==> src/rtl/tt_um_uwasic_onboarding_matthew_chen.sv <==
// ---------------------------------------------------------------------------
// tt_um_uwasic_onboarding_matthew_chen
//
// Tiny Tapeout tile: SPI-written register file driving 16 output channels.
// Each channel is either off, statically on, or gated by a shared ~3 kHz PWM
// waveform whose duty cycle is programmable.
//
// Ports:
//   clk        10 MHz system clock, rising edge
//   rst_n      asynchronous active-low reset
//   ena        tile select (ignored)
//   ui_in      [0]=SCLK, [1]=COPI, [2]=nCS, [7:3] unused
//   uo_out     output channels 7..0
//   uio_in     unused
//   uio_out    output channels 15..8
//   uio_oe     constant 8'hFF
//   test_mode  [0]=synchronized nCS low, [1]=raw PWM waveform
//
// SPI is mode 0, MSB first, 16-bit frames: {rw, addr[6:0], data[7:0]}.
// There is no valid/ready handshake anywhere in this block: the SPI
// controller owns the timing and a frame takes effect when nCS rises.
// The register map is 0x00/0x01 en_out, 0x02/0x03 en_pwm, 0x04 duty.
// ---------------------------------------------------------------------------
module tt_um_uwasic_onboarding_matthew_chen (
  input  logic       clk,
  input  logic       rst_n,
  input  logic       ena,
  input  logic [7:0] ui_in,
  output logic [7:0] uo_out,
  input  logic [7:0] uio_in,
  output logic [7:0] uio_out,
  output logic [7:0] uio_oe,
  output logic [1:0] test_mode
);

  // 2-flop synchronizers plus one extra stage for edge detection
  logic sclk_s1, sclk_s2, sclk_prev;
  logic copi_s1, copi_s2;
  logic ncs_s1,  ncs_s2,  ncs_prev;

  logic [15:0] shift_q;
  logic [4:0]  bit_cnt;

  logic [15:0] en_out;
  logic [15:0] en_pwm;
  logic [7:0]  duty;

  logic [3:0]  presc;
  logic [7:0]  pwm_cnt;
  logic        pwm;

  logic [15:0] out_q;
  logic [1:0]  tm_q;

  logic sclk_rise, ncs_fall, ncs_rise, commit;

  logic unused_ok;
  assign unused_ok = &{1'b0, ena, ui_in[7:3], uio_in};

  always_ff @(posedge clk or negedge rst_n) begin
    if (!rst_n) begin
      sclk_s1   <= 1'b0;
      sclk_s2   <= 1'b0;
      sclk_prev <= 1'b0;
      copi_s1   <= 1'b0;
      copi_s2   <= 1'b0;
      ncs_s1    <= 1'b1;
      ncs_s2    <= 1'b1;
      ncs_prev  <= 1'b1;
    end else begin
      sclk_s1   <= ui_in[0];
      sclk_s2   <= sclk_s1;
      sclk_prev <= sclk_s2;
      copi_s1   <= ui_in[1];
      copi_s2   <= copi_s1;
      ncs_s1    <= ui_in[2];
      ncs_s2    <= ncs_s1;
      ncs_prev  <= ncs_s2;
    end
  end

  assign sclk_rise = ~sclk_prev & sclk_s2;
  assign ncs_fall  = ncs_prev & ~ncs_s2;
  assign ncs_rise  = ~ncs_prev & ncs_s2;

  // A frame is only accepted when exactly 16 bits arrived; the counter
  // saturating at 17 is what lets over-long frames be told apart.
  assign commit = ncs_rise && (bit_cnt == 5'd16) && shift_q[15]
                  && (shift_q[14:8] <= 7'd4);

  always_ff @(posedge clk or negedge rst_n) begin
    if (!rst_n) begin
      shift_q <= 16'h0000;
      bit_cnt <= 5'd0;
    end else if (ncs_fall) begin
      shift_q <= 16'h0000;
      bit_cnt <= 5'd0;
    end else if (sclk_rise && !ncs_s2) begin
      if (bit_cnt < 5'd16) begin
        shift_q <= {shift_q[14:0], copi_s2};
      end
      if (bit_cnt < 5'd17) begin
        bit_cnt <= bit_cnt + 5'd1;
      end
    end
  end

  always_ff @(posedge clk or negedge rst_n) begin
    if (!rst_n) begin
      en_out <= 16'h0000;
      en_pwm <= 16'h0000;
      duty   <= 8'h00;
    end else if (commit) begin
      // address already bounded to 0..4, low three bits select the register
      case (shift_q[10:8])
        3'd0:    en_out[7:0]  <= shift_q[7:0];
        3'd1:    en_out[15:8] <= shift_q[7:0];
        3'd2:    en_pwm[7:0]  <= shift_q[7:0];
        3'd3:    en_pwm[15:8] <= shift_q[7:0];
        3'd4:    duty         <= shift_q[7:0];
        default: ;
      endcase
    end
  end

  // 13-cycle prescaler ticking an 8-bit free-running counter: 3328 cycles/period
  always_ff @(posedge clk or negedge rst_n) begin
    if (!rst_n) begin
      presc   <= 4'd0;
      pwm_cnt <= 8'd0;
    end else if (presc == 4'd12) begin
      presc   <= 4'd0;
      pwm_cnt <= pwm_cnt + 8'd1;
    end else begin
      presc   <= presc + 4'd1;
    end
  end

  // 0xFF is special-cased so full scale means always high
  assign pwm = (duty == 8'hFF) || (pwm_cnt < duty);

  always_ff @(posedge clk or negedge rst_n) begin
    if (!rst_n) begin
      out_q <= 16'h0000;
      tm_q  <= 2'b00;
    end else begin
      out_q <= en_out & (~en_pwm | {16{pwm}});
      tm_q  <= {pwm, ~ncs_s2};
    end
  end

  assign uo_out    = out_q[7:0];
  assign uio_out   = out_q[15:8];
  assign uio_oe    = 8'hFF;
  assign test_mode = tm_q;

endmodule

==> config.mk <==
export PLATFORM = sky130hd
export DESIGN_NAME = tt_um_uwasic_onboarding_matthew_chen
export DESIGN_NICKNAME = d
export VERILOG_FILES = /design/src/rtl/tt_um_uwasic_onboarding_matthew_chen.sv
export SDC_FILE = /design/constraint.sdc
export NUM_CORES = 1
export LEC_CHECK = 0
export BUFFER_PORTS_ARGS = -buffer_cell sky130_fd_sc_hd__buf_2
export CORE_ASPECT_RATIO = 1.1
export CORE_MARGIN = 2
export CORE_UTILIZATION = 58
export DETAILED_ROUTE_END_ITERATION = 7
export PLACE_DENSITY = 0.86
export SLEW_MARGIN = 20
export SYNTH_ARGS = -nofsm -noshare
export SYNTH_HDL_FRONTEND = slang
export SYNTH_SLANG_ARGS = --single-unit
==> constraint.sdc <==
create_clock -name clk -period 2.7 [get_ports clk]
set_clock_uncertainty 0.05 [all_clocks]
set_input_delay 0.405 -clock clk [delete_from_list [all_inputs] [get_ports clk]]
set_output_delay 0.405 -clock clk [all_outputs]
set_load 0.01 [all_outputs]
After elaboration in Yosys (flattened, before gate mapping)
Cells that the tools add are included.
{ "op_classes": {"n_eq_ne": 7, "addsub": 3, "n_shift": 0, "div": 0, "muxes": 7, "bitwise": 9, "n_lt_le_gt_ge": 4, "n_mul": 0, "reduce_logical": 17} }
{ "ops": {"columns": ["cell", "n"], "rows": [
  ["$mux W16", 3],
  ["$and A16 B16 Y16", 1],
  ["$not A16 Y16", 1],
  ["$or A16 B16 Y16", 1],
  ["$mux W5", 3],
  ["$reduce_and A2 Y1", 7],
  ["$lt A5 B5 Y1 const B", 2],
  ["$add A8 B1 Y8 const B", 1],
  ["$eq A8 B8 Y1 const B", 1],
  ["$lt A8 B8 Y1", 1],
  ["$le A7 B3 Y1 const B", 1],
  ["$eq A3 B2 Y1 const B", 2],
  ["$reduce_bool A2 Y1", 3],
  ["$add A5 B1 Y5 const B", 1],
  ["$eq A5 B5 Y1 const B", 1],
  ["$add A4 B1 Y4 const B", 1],
  ["$eq A4 B4 Y1 const B", 1],
  ["$logic_and A1 B1 Y1", 4],
  ["$mux W4", 1],
  ["$and A1 B1 Y1", 3],
  ["$eq A3 B1 Y1 const B", 1],
  ["$eq A3 B3 Y1 const B", 1],
  ["$logic_not A3 Y1", 1],
  ["$not A1 Y1", 3],
  ["2 further kinds", 2]
]} }
{ "word_totals": {"ramBits": 0, "out_inout_bits": 26, "register_bits": 99, "elab_cells": 66, "latchBits": 0, "mem_count": 0, "rom_bits": 0} }

Depth between registers and ports, before layout
Gate-level depths: netlist (run 1).
{ "depth": {"depth_word": 6, "depth_mapped": 7} }

Worst setup path before layout (run 1)
Ideal clock, no wire load.
{ "synth_timing": {"path_type": "reg2reg", "start": "register pwm_cnt[6]", "end": "register out_q[10]", "arrival_time_ps": 1866, "path_slack_ps": 646, "stages_incl_launch_ff": 7, "synth_period_minus_slack_ps": 2054, "required_time_ps": 2512, "setup_time_ps": 138, "path_cell_list": "dfrtp_1 -> ha_1 -> and3_1 -> nand2_1 -> o31ai_1 -> clkbuf_1 -> a31oi_1"} }
{ "synth_between": {"elab_chain_len": 4} }
{ "synth_lines": {"columns": ["element", "line_no", "rtl"], "rows": [
  ["from (decl)", "49", "logic [7:0] pwm_cnt;"],
  ["from (signal assigned)", "133", "pwm_cnt <= pwm_cnt + 8'd1;"],
  ["$lt A8 B8 Y1", "140", "assign pwm = (duty == 8'hFF) || (pwm_cnt < duty);"],
  ["$logic_or A1 B1 Y1", "140", null],
  ["$or A16 B16 Y16", "147", "out_q <= en_out & (~en_pwm | {16{pwm}});"],
  ["$and A16 B16 Y16", "147", null],
  ["to (signal assigned)", "147", null],
  ["to (decl)", "52", "logic [15:0] out_q;"]
]} }
No other way between the ends.
A chain may end at the register's enable or synchronous reset.

Worst setup path after layout (run 1)
{ "layout_timing": {"start": "register shift_q[13]", "end": "register en_out[9]"} }
{ "layout_between": {"elab_chain_len": 3} }
{ "layout_lines": {"columns": ["element", "line_no", "rtl"], "rows": [
  ["from (decl)", "41", "logic [15:0] shift_q;"],
  ["from (signal assigned)", "100", "shift_q <= {shift_q[14:0], copi_s2};"],
  ["$le A7 B3 Y1", "89", "&& (shift_q[14:8] <= 7'd4);"],
  ["$logic_and A1 B1 Y1", "89", null],
  ["$reduce_and A2 Y1 (no source line)", null, null],
  ["to (signal assigned)", "117", "3'd1: en_out[15:8] <= shift_q[7:0];"],
  ["to (decl)", "44", "logic [15:0] en_out;"]
]} }
No other way between the ends.

==> out/results.tsv, run 1 <==
stage	metric	value	unit
status	status	finished clean	
clock_network	Root Buffer	clkbuf_8	
drt	via count	2477	
power	Sw Ratio	23.2	%
floorplanning	Die Area	0.00771	mm²
sta	Slew HR	47.3	%
power	Sw Pwr	627	µW
floorplanning	die width	83.9	µm
layout	Nets	383	
logic_synthesis	Synth async-reset ratio	100	%
floorplanning	Starting Density	58.8	%
grt	number of global-route vias before repair	2535	
clock_network	PostCTS Resize Cnt	0	
drt	first-pass iteration count of the detailed router	4	
layout	share of layout cells above drive strength 1	25.8	%
layout	Fillers	529	
logic_synthesis	Post-Syn Area	0.00407	mm²
layout	fin area	0.00447	mm²
logic_synthesis	Synth cell types	44	
place	global placement routability congestion	0.790	
flow_run	maxcap violations	0	
sta	max-slew violations	0	
logic_synthesis	cells after synthesis	324	
floorplanning	FP Rows	32	
drt	Vias/cell	5.62	
critical_path	Setup CP Type	flop to flop	
floorplanning	Die Ht	91.9	µm
grt	antenna violations before repair	0	
sta	Tightest Pin Transition	785	ps
grt	total grt overflow	0	
critical_path	Critical Path Source Type	flop	
drt	wire per inst	15.6	µm
logic_synthesis	EDFF count, synth	0	
drt	DRT Wirelength	6.87	mm
drt	Residual DRC	0	
grt	largest net degree at the start of global routing	64	
min_path	Hold/Removal Path Class	primary input to flop	
clock_network	clk buf depth	2	
logic_synthesis	Synth Register Bits	99	
floorplanning	Core Region	0.00693	mm²
clock_network	clock latency at the later pin of the worst-skew pair	360	ps
sta	final setup fails	0	
grt	global-route wire length before repair	11.8	mm
clock_network	Sink Count	99	
power	sequential cell fraction of total power	57.2	%
clock_network	post-CTS setup buffer count	0	
logic_synthesis	syn avg cell area	12.6	µm²
layout	ant diodes	0	
critical_path	critical path arrival	2500	ps
critical_path	crit-path max FO	8	
drt	Initial DRC Count	129	
layout	area grow syn2layout	9.86	%
grt	Overall Global Routing Usage	19.6	%
power	cell internal pwr	2.08	mW
power	power per standard cell area	605	mW/mm²
power	Clock Power Share	37.5	%
logic_synthesis	Synth Warn #	0	
drt	Post-DRT Antenna Nets	0	
place	Post-DP Area	0.00425	mm²
logic_synthesis	register area share after synthesis	60.9	%
sta	Fmax achieved	434	MHz
sta	Tmin final	2300	ps
clock_network	number of hold-repair buffers added at the cts stage	1	
clock_network	CTS tree	yes	
sta	RSZ-0062 raised after global routing	no	
power	Comb power frac	5.3	%
sta	final setup TNS	0	ps
place	Post-DP HPWL	4.56	mm
critical_path	critical path capture point type	flop	
place	Port-buffer cells	22	
layout	Storage cell area	0.00248	mm²
floorplanning	IO Count	45	
logic_synthesis	ys flop type	dfrtp_1	
clock_network	Clock transition at path regs	100	ps
clock_network	H-tree level count	3	
sta	Final Hold Viols	0	
power	LEAKAGE	2.21	nW
critical_path	WP data required	2900	ps
clock_network	Num CTS Buffers	9	
layout	multi-input logic area	0.00140	mm²
power	worst vdd ir	0.494	mV
sta	period utilization	85.3	%
==> stage by stage <==
stage	util, %	power (mW)	worst slack (ps)	hold slack, ps	std cells
6_report	64.6	2.71	398	86.3	441
5_1_grt	64.6	2.82	277	60.6	441
4_1_cts	64.6	2.73	383	71.9	441
3_5_place_dp	61.4	1.72	411	287	425
3_3_place_gp	61.4	1.71	429	282	425
2_1_floorplan	-	1.66	646	59.4	331
==> area by class of cell <==
class                           count  area share [%]
Sequential cell                    99            55.5
Clock buffer                        9            2.77
Inverter                           30            2.52
Clock inverter                      6            1.96
Tap cell                           85            2.38
Timing Repair Buffer               26            3.52
Multi-Input combinational cell    186            31.4
==> power by group through the flow <==
stage / combinational, mW / sequential, mW / clock (mW)
floorplan: 0.0970 / 1.57 / 0
global placement: 0.135 / 1.57 / 0
detailed placement: 0.144 / 1.58 / 0
CTS: 0.145 / 1.55 / 1.04
global route: 0.163 / 1.55 / 1.11
finish: 0.144 / 1.55 / 1.01
==> layout by cell type, fill, tap and decap left out, types with 3 or more instances in the layout <==
master	instances
dfrtp_1	96
mux2_2	40
inv_1	30
nand2_1	30
buf_2	21
a31oi_1	16
ha_1	12
a21oi_1	11
clkbuf_8	9
nor2_1	8
nand3_1	8
conb_1	8
a22o_1	7
xnor2_1	6
and3_1	3
buf_4	3
dfstp_2	3
==> routing by layer <==
metal,wire [µm],vias up,global-route usage (%)
li1,-,1154,-
met1,2930,1265,23.2
met2,3590,49,34.6
met3,257,9,5.31
met4,83,0,6.59
met5,0,-,0
==> registers in the layout, indices dropped and copies added (netlist names) <==
signal and cells:
ncs_s2 1, test_mode 2, sclk_s2 1, ncs_s1 1, bit_cnt 5, duty 8, presc 4, shift_q 16
copi_s2 1, sclk_prev 1, pwm_cnt 8, en_out 16, en_pwm 16, out_q 16, copi_s1 1, sclk_s1 1
ncs_prev 1
==> logic make-up after synthesis <==
| family | Yosys count | synth area share, % |
|---|---|---|
| AND/OR/NAND/NOR | 70 | 9.16 |
| flip-flops | 99 | 60.9 |
| XOR/XNOR | 8 | 1.72 |
| AO/OA/AOI/OAI | 46 | 7.50 |
| multiplexers | 42 | 11.6 |
| buffers and inverters | 46 | 5.35 |
| adder cells (fa/ha/maj) | 12 | 3.69 |
| other | 1 | 0.0921 |
==> cells in the mapped netlist, types with 2 or more instances <==
cell,number,area [µm²]
o21ai_0,3,15.0
nand3_1,8,40.0
clkbuf_1,6,22.5
inv_1,30,113
xor2_1,2,17.5
a21oi_1,11,55.1
nor3_1,2,10.0
o41ai_1,2,17.5
o31ai_1,2,15.0
xnor2_1,6,52.6
dfstp_2,3,78.8
or2_2,2,12.5
dfrtp_1,96,2400
nand2_1,30,113
mux2i_1,2,20.0
nand2b_1,2,12.5
mux2_2,40,450
nor2_1,8,30.0
ha_1,12,150
buf_4,8,60.1
and3b_1,2,17.5
a22o_1,7,61.3
and3_1,3,18.8
buf_6,2,22.5
a31oi_1,16,100
==> worst paths after layout <==
check,startpoint,endpoint,slack (ps),cells after the start
worst max-delay path,shift_q[13]$_DFFE_PN0P_,en_out[9]$_DFFE_PN0P_,400,4
worst max register to register,shift_q[13]$_DFFE_PN0P_,en_out[9]$_DFFE_PN0P_,400,4
min in group asynchronous,rst_n,test_mode[1]$_DFF_PN0_,490,2
worst min register to register,copi_s1$_DFF_PN0_,copi_s2$_DFF_PN0_,310,0
max in group asynchronous,rst_n,ncs_s1$_DFF_PN1_,1400,3
worst min-delay path,ui_in[2],ncs_s1$_DFF_PN1_,90,1
==> worst max-delay path, cell delays in order (launching register included) <==
cell and delay (ps):
dfrtp_1 420, or4_4 550, nor4_4 320, and3b_1 470, mux2_2 390
(Power assumes the default switching activity.)
==> inputs of run 2 (changes only) <==
--- a/config.mk
+++ b/config.mk
@@ -5,6 +5,7 @@
 export SDC_FILE = /design/constraint.sdc
 export NUM_CORES = 1
 export LEC_CHECK = 0
+export ABC_AREA = 1
 export BUFFER_PORTS_ARGS = -buffer_cell sky130_fd_sc_hd__buf_2
 export CORE_ASPECT_RATIO = 1.1
 export CORE_MARGIN = 2
==> run 2 against run 1 <==
Critical path type unchanged. Fmax rose by 11%. Highest routed layer unchanged. Final area rose by 4.0%. Synthesized cell count rose by 40%. Core utilization rose by 0.70 points. The flow now finishes with violations (hold timing). Power fell by 0.31%. Critical endpoint is now bit_cnt[0]$_DFFE_PN0P_.
==> out/results.tsv, run 2 <==
stage	metric	value	unit	change
status	status	complete, but fails checks		was finished clean
status	failing checks	hold timing		
critical_path	max incr delay on CP	600	ps	was 550 ps
layout	final std cells w/o fill	568		was 441
logic_synthesis	Synth area leaders	dfrtp_1, nand2_1, nand4_1		was dfrtp_1, mux2_2, ha_1
clock_network	Root Buffer	clkbuf_8		unchanged
drt	first-pass iteration count of the detailed router	5		was 4
logic_synthesis	EDFF count, synth	0		unchanged
critical_path	CP bufs+invs	3		was 0
logic_synthesis	Compound-Gate Fraction of Synth Area	3.16	%	was 7.50%
sta	worst hold slack	-13.1	ps	was 86.3 ps
power	power per standard cell area	580	mW/mm²	was 605 mW/mm²
logic_synthesis	Synth cell types	29		was 44
sta	final setup TNS	0	ps	unchanged
place	pre-CTS setup slack	653	ps	was 411 ps
grt	Overall Global Routing Usage	22.0	%	was 19.6%
floorplanning	Starting Density	60.5	%	was 58.8%
critical_path	reg-to-reg critical path endpoint	bit_cnt[0]$_DFFE_PN0P_		was en_out[9]$_DFFE_PN0P_
grt	global-route wire length before repair	13.9	mm	was 11.8 mm
logic_synthesis	Synth async-reset ratio	100	%	unchanged
logic_synthesis	register area share after synthesis	57.5	%	was 60.9%
clock_network	clk buf depth	2		unchanged
critical_path	Worst Setup SP	ncs_s2$_DFF_PN1_		was shift_q[13]$_DFFE_PN0P_
drt	Post-DRT Antenna Nets	0		unchanged
critical_path	critical path cell sequence	inv_2 -> nand2_1 -> nor2_1 -> inv_1 -> nor2_1 -> nor2_1 -> nand2_1 -> inv_2 -> nand2_1 -> nand2_1		was or4_4 -> nor4_4 -> and3b_1 -> mux2_2
critical_path	Reg2Reg Depth	10		was 4
drt	Vias/cell	5.48		was 5.62
critical_path	r2r setup slk	630	ps	was 400 ps
critical_path	reg2reg start	ncs_s2$_DFF_PN1_		was shift_q[13]$_DFFE_PN0P_
critical_path	critical path arrival	2280	ps	was 2500 ps
clock_network	Sink Count	99		unchanged
sta	period utilization	76.6	%	was 85.3%
logic_synthesis	count leader, synth	nand2_1		was dfrtp_1
drt	DRT Wirelength	7.86	mm	was 6.87 mm
layout	share of layout cells above drive strength 1	12.6	%	was 25.8%
clock_network	Num CTS Buffers	9		unchanged
logic_synthesis	Post-Syn Area	0.00431	mm²	was 0.00407 mm²
critical_path	crit-path max FO	12		was 8
clock_network	H-tree level count	3		unchanged
layout	Nets	509		was 383
sta	max-slew violations	0		unchanged
place	Port-buffer cells	22		unchanged
drt	via count	3110		was 2477
grt	number of global-route vias before repair	3045		was 2535
sta	final setup fails	0		unchanged
critical_path	Critical Path Source Type	flop		unchanged
critical_path	family with the most delay on the worst path	simple AND/OR/NAND/NOR gates		unchanged
logic_synthesis	syn avg cell area	9.48	µm²	was 12.6 µm²
logic_synthesis	ys flop type	dfrtp_1		unchanged
sta	RSZ-0062 raised after global routing	no		unchanged
floorplanning	Core Region	0.00713	mm²	was 0.00693 mm²
logic_synthesis	Synth Register Bits	99		unchanged
logic_synthesis	adder-cell share of the synthesized area	3.48	%	was 3.69%
sta	Tmin final	2070	ps	was 2300 ps
grt	antenna violations before repair	0		unchanged
layout	area grow syn2layout	7.89	%	was 9.86%
sta	Fmax achieved	484	MHz	was 434 MHz
logic_synthesis	Synth top cells by count	nand2_1, dfrtp_1, inv_1, nand3_1, nand4_1		was dfrtp_1, mux2_2, inv_1, nand2_1, a31oi_1
sta	Tightest Pin Transition	870	ps	was 785 ps
logic_synthesis	combinational family with the most area after synthesis	simple AND/OR/NAND/NOR gates		was multiplexers
sta	Final Hold Viols	8		was 0
clock_network	CTS tree	yes		unchanged
sta	Final WS setup	633	ps	was 398 ps
logic_synthesis	Synth Warn #	0		unchanged
power	worst vdd ir	0.283	mV	was 0.494 mV
layout	commonest non-fill, non-tap cells in the layout	nand2_1, dfrtp_1, inv_1		was dfrtp_1, mux2_2, inv_1, nand2_1, buf_2
min_path	Hold/Removal Path Class	primary input to async pin		was primary input to flop
clock_network	Clock transition at path regs	90	ps	was 100 ps
sta	Slew HR	41.9	%	was 47.3%
critical_path	most frequent CP cell	nand2_1		
clock_network	number of hold-repair buffers added at the cts stage	0		was 1
critical_path	WP data required	2910	ps	was 2900 ps
floorplanning	die width	86.2	µm	was 83.9 µm
logic_synthesis	Post-Synth Simple-Gate Area	24.4	%	was 9.16%
critical_path	Crit-path slowest cell	nor2_1		was or4_4
place	Post-DP HPWL	5.14	mm	was 4.56 mm
clock_network	post-CTS setup buffer count	0		unchanged
critical_path	Setup CP Type	flop to flop		unchanged
layout	commonest non-fill, non-tap cell in the layout	nand2_1		was dfrtp_1
logic_synthesis	Synth area leader	dfrtp_1		unchanged
floorplanning	FP Rows	32		unchanged
clock_network	clock latency at the later pin of the worst-skew pair	370	ps	was 360 ps
logic_synthesis	cells after synthesis	455		was 324
layout	Fillers	578		was 529
clock_network	PostCTS Resize Cnt	0		unchanged
logic_synthesis	mux cell area share after synthesis	0	%	was 11.6%
place	placed insts	552		was 425
layout	ant diodes	0		unchanged
floorplanning	IO Count	45		unchanged
floorplanning	Die Area	0.00814	mm²	was 0.00771 mm²
drt	Initial DRC Count	236		was 129
place	global placement routability congestion	0.810		was 0.790
grt	total grt overflow	0		unchanged
logic_synthesis	Post-Synth XOR/XNOR Area	2.44	%	was 1.72%
power	LEAKAGE	2.51	nW	was 2.21 nW
logic_synthesis	share of the synthesized area in the top cell type	55.7	%	was 59.0%
drt	wire per inst	13.8	µm	was 15.6 µm
power	total power	2.70	mW	was 2.71 mW
drt	Residual DRC	0		unchanged
flow_run	maxcap violations	0		unchanged
critical_path	critical path capture point type	flop		unchanged
floorplanning	Die Ht	94.4	µm	was 91.9 µm
grt	largest net degree at the start of global routing	51		was 64
==> run 2: final cells by class <==
type,count,area (µm²),share of cell area (%)
timing repair buffer,28,170,3.66
clock buffer,12,155,3.34
sequential,99,2480,53.3
multi-input combinational,282,1470,31.7
tap,85,106,2.29
clock inverter,4,48.8,1.05
inverter,58,218,4.68
==> run 2: worst max-delay path by stage <==
stage	end	slack, ps	cells past startpoint
floorplan	out_q[10]$_DFF_PN0_	1140	11
global placement	bit_cnt[1]$_DFFE_PN0P_	740	10
detailed placement	bit_cnt[0]$_DFFE_PN0P_	650	10
CTS	bit_cnt[0]$_DFFE_PN0P_	650	10
global route	bit_cnt[2]$_DFFE_PN0P_	450	10
finish	bit_cnt[0]$_DFFE_PN0P_	630	10
==> run 2: logic make-up (layout without fill, tap and decap cells) <==
logic type      after synthesis  count (layout)
fa+ha+maj                    12              12
other cells                   1               8
simple gates                224             224
compound gates               26              26
xor+xnor                     12              12
flops                        99              99
buf+inv                      81             102
==> run 2: per-stage QoR <==
stage                     cell area (µm²)  util (%)
after detailed placement             4450      62.4
after global routing                 4650      65.3
after floorplan                      4340         -
after CTS                            4650      65.3
final                                4650      65.3
after global placement               4450      62.4
==> run 2: routing by layer <==
layer	GRT usage [%]	vias up	part of all wire [%]
met3	5.24	19	5.7
met2	36.0	87	50
met1	27.4	1504	41
li1	-	1500	-
met5	0	-	0
met4	11.1	0	2.7
==> run 2: power by group <==
group	internal, mW	switching (mW)
combinational	0.0549	0.105
clock	0.478	0.500
sequential	1.52	0.0434
total	2.05	0.649
==> inputs of run 3 (changes only) <==
--- a/config.mk
+++ b/config.mk
@@ -5,7 +5,7 @@
 export SDC_FILE = /design/constraint.sdc
 export NUM_CORES = 1
 export LEC_CHECK = 0
-export ABC_AREA = 1
+export ABC_AREA = 0
 export BUFFER_PORTS_ARGS = -buffer_cell sky130_fd_sc_hd__buf_2
 export CORE_ASPECT_RATIO = 1.1
 export CORE_MARGIN = 2
==> constraint.sdc (replaced) <==
create_clock -name clk -period 2.1 [get_ports clk]
set_clock_uncertainty 0.05 [all_clocks]
set_input_delay 0.315 -clock clk [delete_from_list [all_inputs] [get_ports clk]]
set_output_delay 0.315 -clock clk [all_outputs]
set_load 0.01 [all_outputs]
==> run 3 against run 2 <==
The flow now finishes without violations. Wire length shrank 7.8%. Clock power rose by 37%. Worst setup slack got worse by 530 ps. Critical endpoint is now en_pwm[7]$_DFFE_PN0P_.
==> out/results.tsv, run 3 (synthesis gave the netlist of run 1 again) <==
stage	metric	value	unit	change
floorplanning	FP Rows	32		unchanged
layout	commonest non-fill, non-tap cells in the layout	dfrtp_1, mux2_2, nand2_1		was nand2_1, dfrtp_1, inv_1
sta	final setup TNS	0	ps	unchanged
grt	Overall Global Routing Usage	21.0	%	was 22.0%
power	power per standard cell area	773	mW/mm²	was 580 mW/mm²
layout	ant diodes	0		unchanged
sta	Fmax achieved	500	MHz	was 484 MHz
sta	Final Hold Viols	0		was 8
drt	first-pass iteration count of the detailed router	4		was 5
clock_network	Root Buffer	clkbuf_8		unchanged
grt	largest net degree at the start of global routing	36		was 51
drt	Max Used Layer	met4		unchanged
floorplanning	Core Region	0.00693	mm²	was 0.00713 mm²
critical_path	crit-path max FO	8		was 12
power	worst vdd ir	0.793	mV	was 0.283 mV
grt	number of global-route vias before repair	2699		was 3045
floorplanning	Starting Density	58.8	%	was 60.5%
floorplanning	Die Area	0.00771	mm²	was 0.00814 mm²
critical_path	critical path arrival	2200	ps	was 2280 ps
critical_path	CP bufs+invs	1		was 3
grt	global-route wire length before repair	12.6	mm	was 13.9 mm
critical_path	critical path cell sequence	or4_4 -> nor4_4 -> and3b_2 -> buf_12 -> mux2_2		was inv_2 -> nand2_1 -> nor2_1 -> inv_1 -> nor2_1 -> nor2_1 -> nand2_1 -> inv_2 -> nand2_1 -> nand2_1
clock_network	Sink Count	99		unchanged
layout	share of layout cells above drive strength 1	29.6	%	was 12.6%
drt	Residual DRC	0		unchanged
clock_network	Num CTS Buffers	9		unchanged
drt	Vias/cell	5.57		was 5.48
critical_path	critical path capture point type	flop		unchanged
drt	WL met3	275	µm	was 448 µm
floorplanning	Die Ht	91.9	µm	was 94.4 µm
drt	wire per inst	15.9	µm	was 13.8 µm
place	Port-buffer cells	22		unchanged
flow_run	maxcap violations	0		unchanged
clock_network	H-tree level count	3		unchanged
critical_path	Crit-path slowest cell	or4_4		was nor2_1
layout	commonest non-fill, non-tap cell in the layout	dfrtp_1		was nand2_1
drt	Initial DRC Count	167		was 236
clock_network	Clock transition at path regs	90	ps	about the same
floorplanning	die width	83.9	µm	was 86.2 µm
layout	final std cells w/o fill	457		was 568
clock_network	CTS tree	yes		unchanged
sta	period utilization	95.3	%	was 76.6%
place	placed insts	435		was 552
critical_path	WP data required	2290	ps	was 2910 ps
sta	Tmin final	2000	ps	was 2070 ps
clock_network	clk buf depth	2		unchanged
sta	Tightest Pin Transition	650	ps	was 870 ps
drt	via count	2544		was 3110
sta	max-slew violations	0		unchanged
sta	RSZ-0062 raised after global routing	yes		was no
critical_path	Critical Path Source Type	flop		unchanged
place	pre-CTS setup slack	-2.67	ps	was 653 ps
place	global placement routability congestion	0.756		was 0.810
critical_path	Setup CP Type	flop to flop		unchanged
sta	final setup fails	0		unchanged
sta	Final WS setup	99.3	ps	was 633 ps
critical_path	max incr delay on CP	550	ps	was 600 ps
layout	Nets	398		was 509
grt	total grt overflow	0		unchanged
clock_network	clock latency at the later pin of the worst-skew pair	360	ps	was 370 ps
place	Post-DP HPWL	4.90	mm	was 5.14 mm
drt	WL met2	3.68	mm	was 3.96 mm
grt	antenna violations before repair	0		unchanged
critical_path	family with the most delay on the worst path	simple AND/OR/NAND/NOR gates		unchanged
power	LEAKAGE	2.29	nW	was 2.51 nW
layout	area grow syn2layout	14.5	%	was 7.89%
status	status	finished clean		was complete, but fails checks
drt	Post-DRT Antenna Nets	0		unchanged
drt	DRT Wirelength	7.25	mm	was 7.86 mm
sta	Slew HR	56.7	%	was 41.9%
floorplanning	IO Count	45		unchanged
drt	Met1 Routed Length	3.09	mm	was 3.23 mm
min_path	Hold/Removal Path Class	flop to flop		was primary input to async pin
run 3: path summary, 6_finish.rpt:
kind / startpoint / to / slack [ps] / cells past startpoint
setup / recovery: ncs_prev$_DFF_PN1_ / en_pwm[7]$_DFFE_PN0P_ / 100 / 5
hold / removal: copi_s1$_DFF_PN0_ / copi_s2$_DFF_PN0_ / 310 / 0
setup reg to reg: ncs_prev$_DFF_PN1_ / en_pwm[7]$_DFFE_PN0P_ / 100 / 5
hold reg to reg: copi_s1$_DFF_PN0_ / copi_s2$_DFF_PN0_ / 310 / 0
max in group asynchronous: rst_n / en_out[3]$_DFFE_PN0P_ / 1020 / 3
min in group asynchronous: rst_n / en_pwm[13]$_DFFE_PN0P_ / 400 / 2
run 3: timing repair:
| item | 4_1_cts | 5_1_grt |
|---|---|---|
| gates resized for setup | 1 | 6 |
| hold endpoints to repair | 33 | 1 |
| setup endpoints to repair | 6 | 27 |
| setup buffers | 0 | 2 |
| pin swaps | 0 | 3 |
| hold buffers | 3 | 1 |
run 3: report_power, final:
part / total [mW] / internal (mW) / switching [mW]
sequential: 1.98 / 1.95 / 0.0358
combinational: 0.275 / 0.119 / 0.156
clock: 1.34 / 0.704 / 0.641
total: 3.60 / 2.77 / 0.833
run 3: per-stage QoR:
step                power (mW)  instance area [µm²]  utilization, %  hold slack (ps)
floorplan                 2.14                 4100               -            -30.6
global placement          2.24                 4360            63.0              246
detailed placement        2.26                 4360            63.0              254
global route              3.76                 4660            67.3              313
finish                    3.60                 4660            67.3              306
CTS                       3.59                 4630            66.8             2.72
run 3: layout make-up:
class,count,area [µm²]
clock buffer,10,138
clock inverter,6,86.3
fill,480,2270
inverter,30,113
multi-input combinational,186,1420
sequential,99,2480
tap,85,106
timing repair buffer,41,315
run 3: routing by layer:
layer  vias up  GRT usage (%)
met2        61           34.5
met5         -              0
met1      1283           26.4
li1       1183              -
met4         0           10.9
met3        17           4.14
run 3: worst register-to-register path, stage by stage, from the launching register on:
cell and delay [ps]:
dfstp_2 390, or4_4 550, nor4_4 190, and3b_2 250, buf_12 130, mux2_2 330
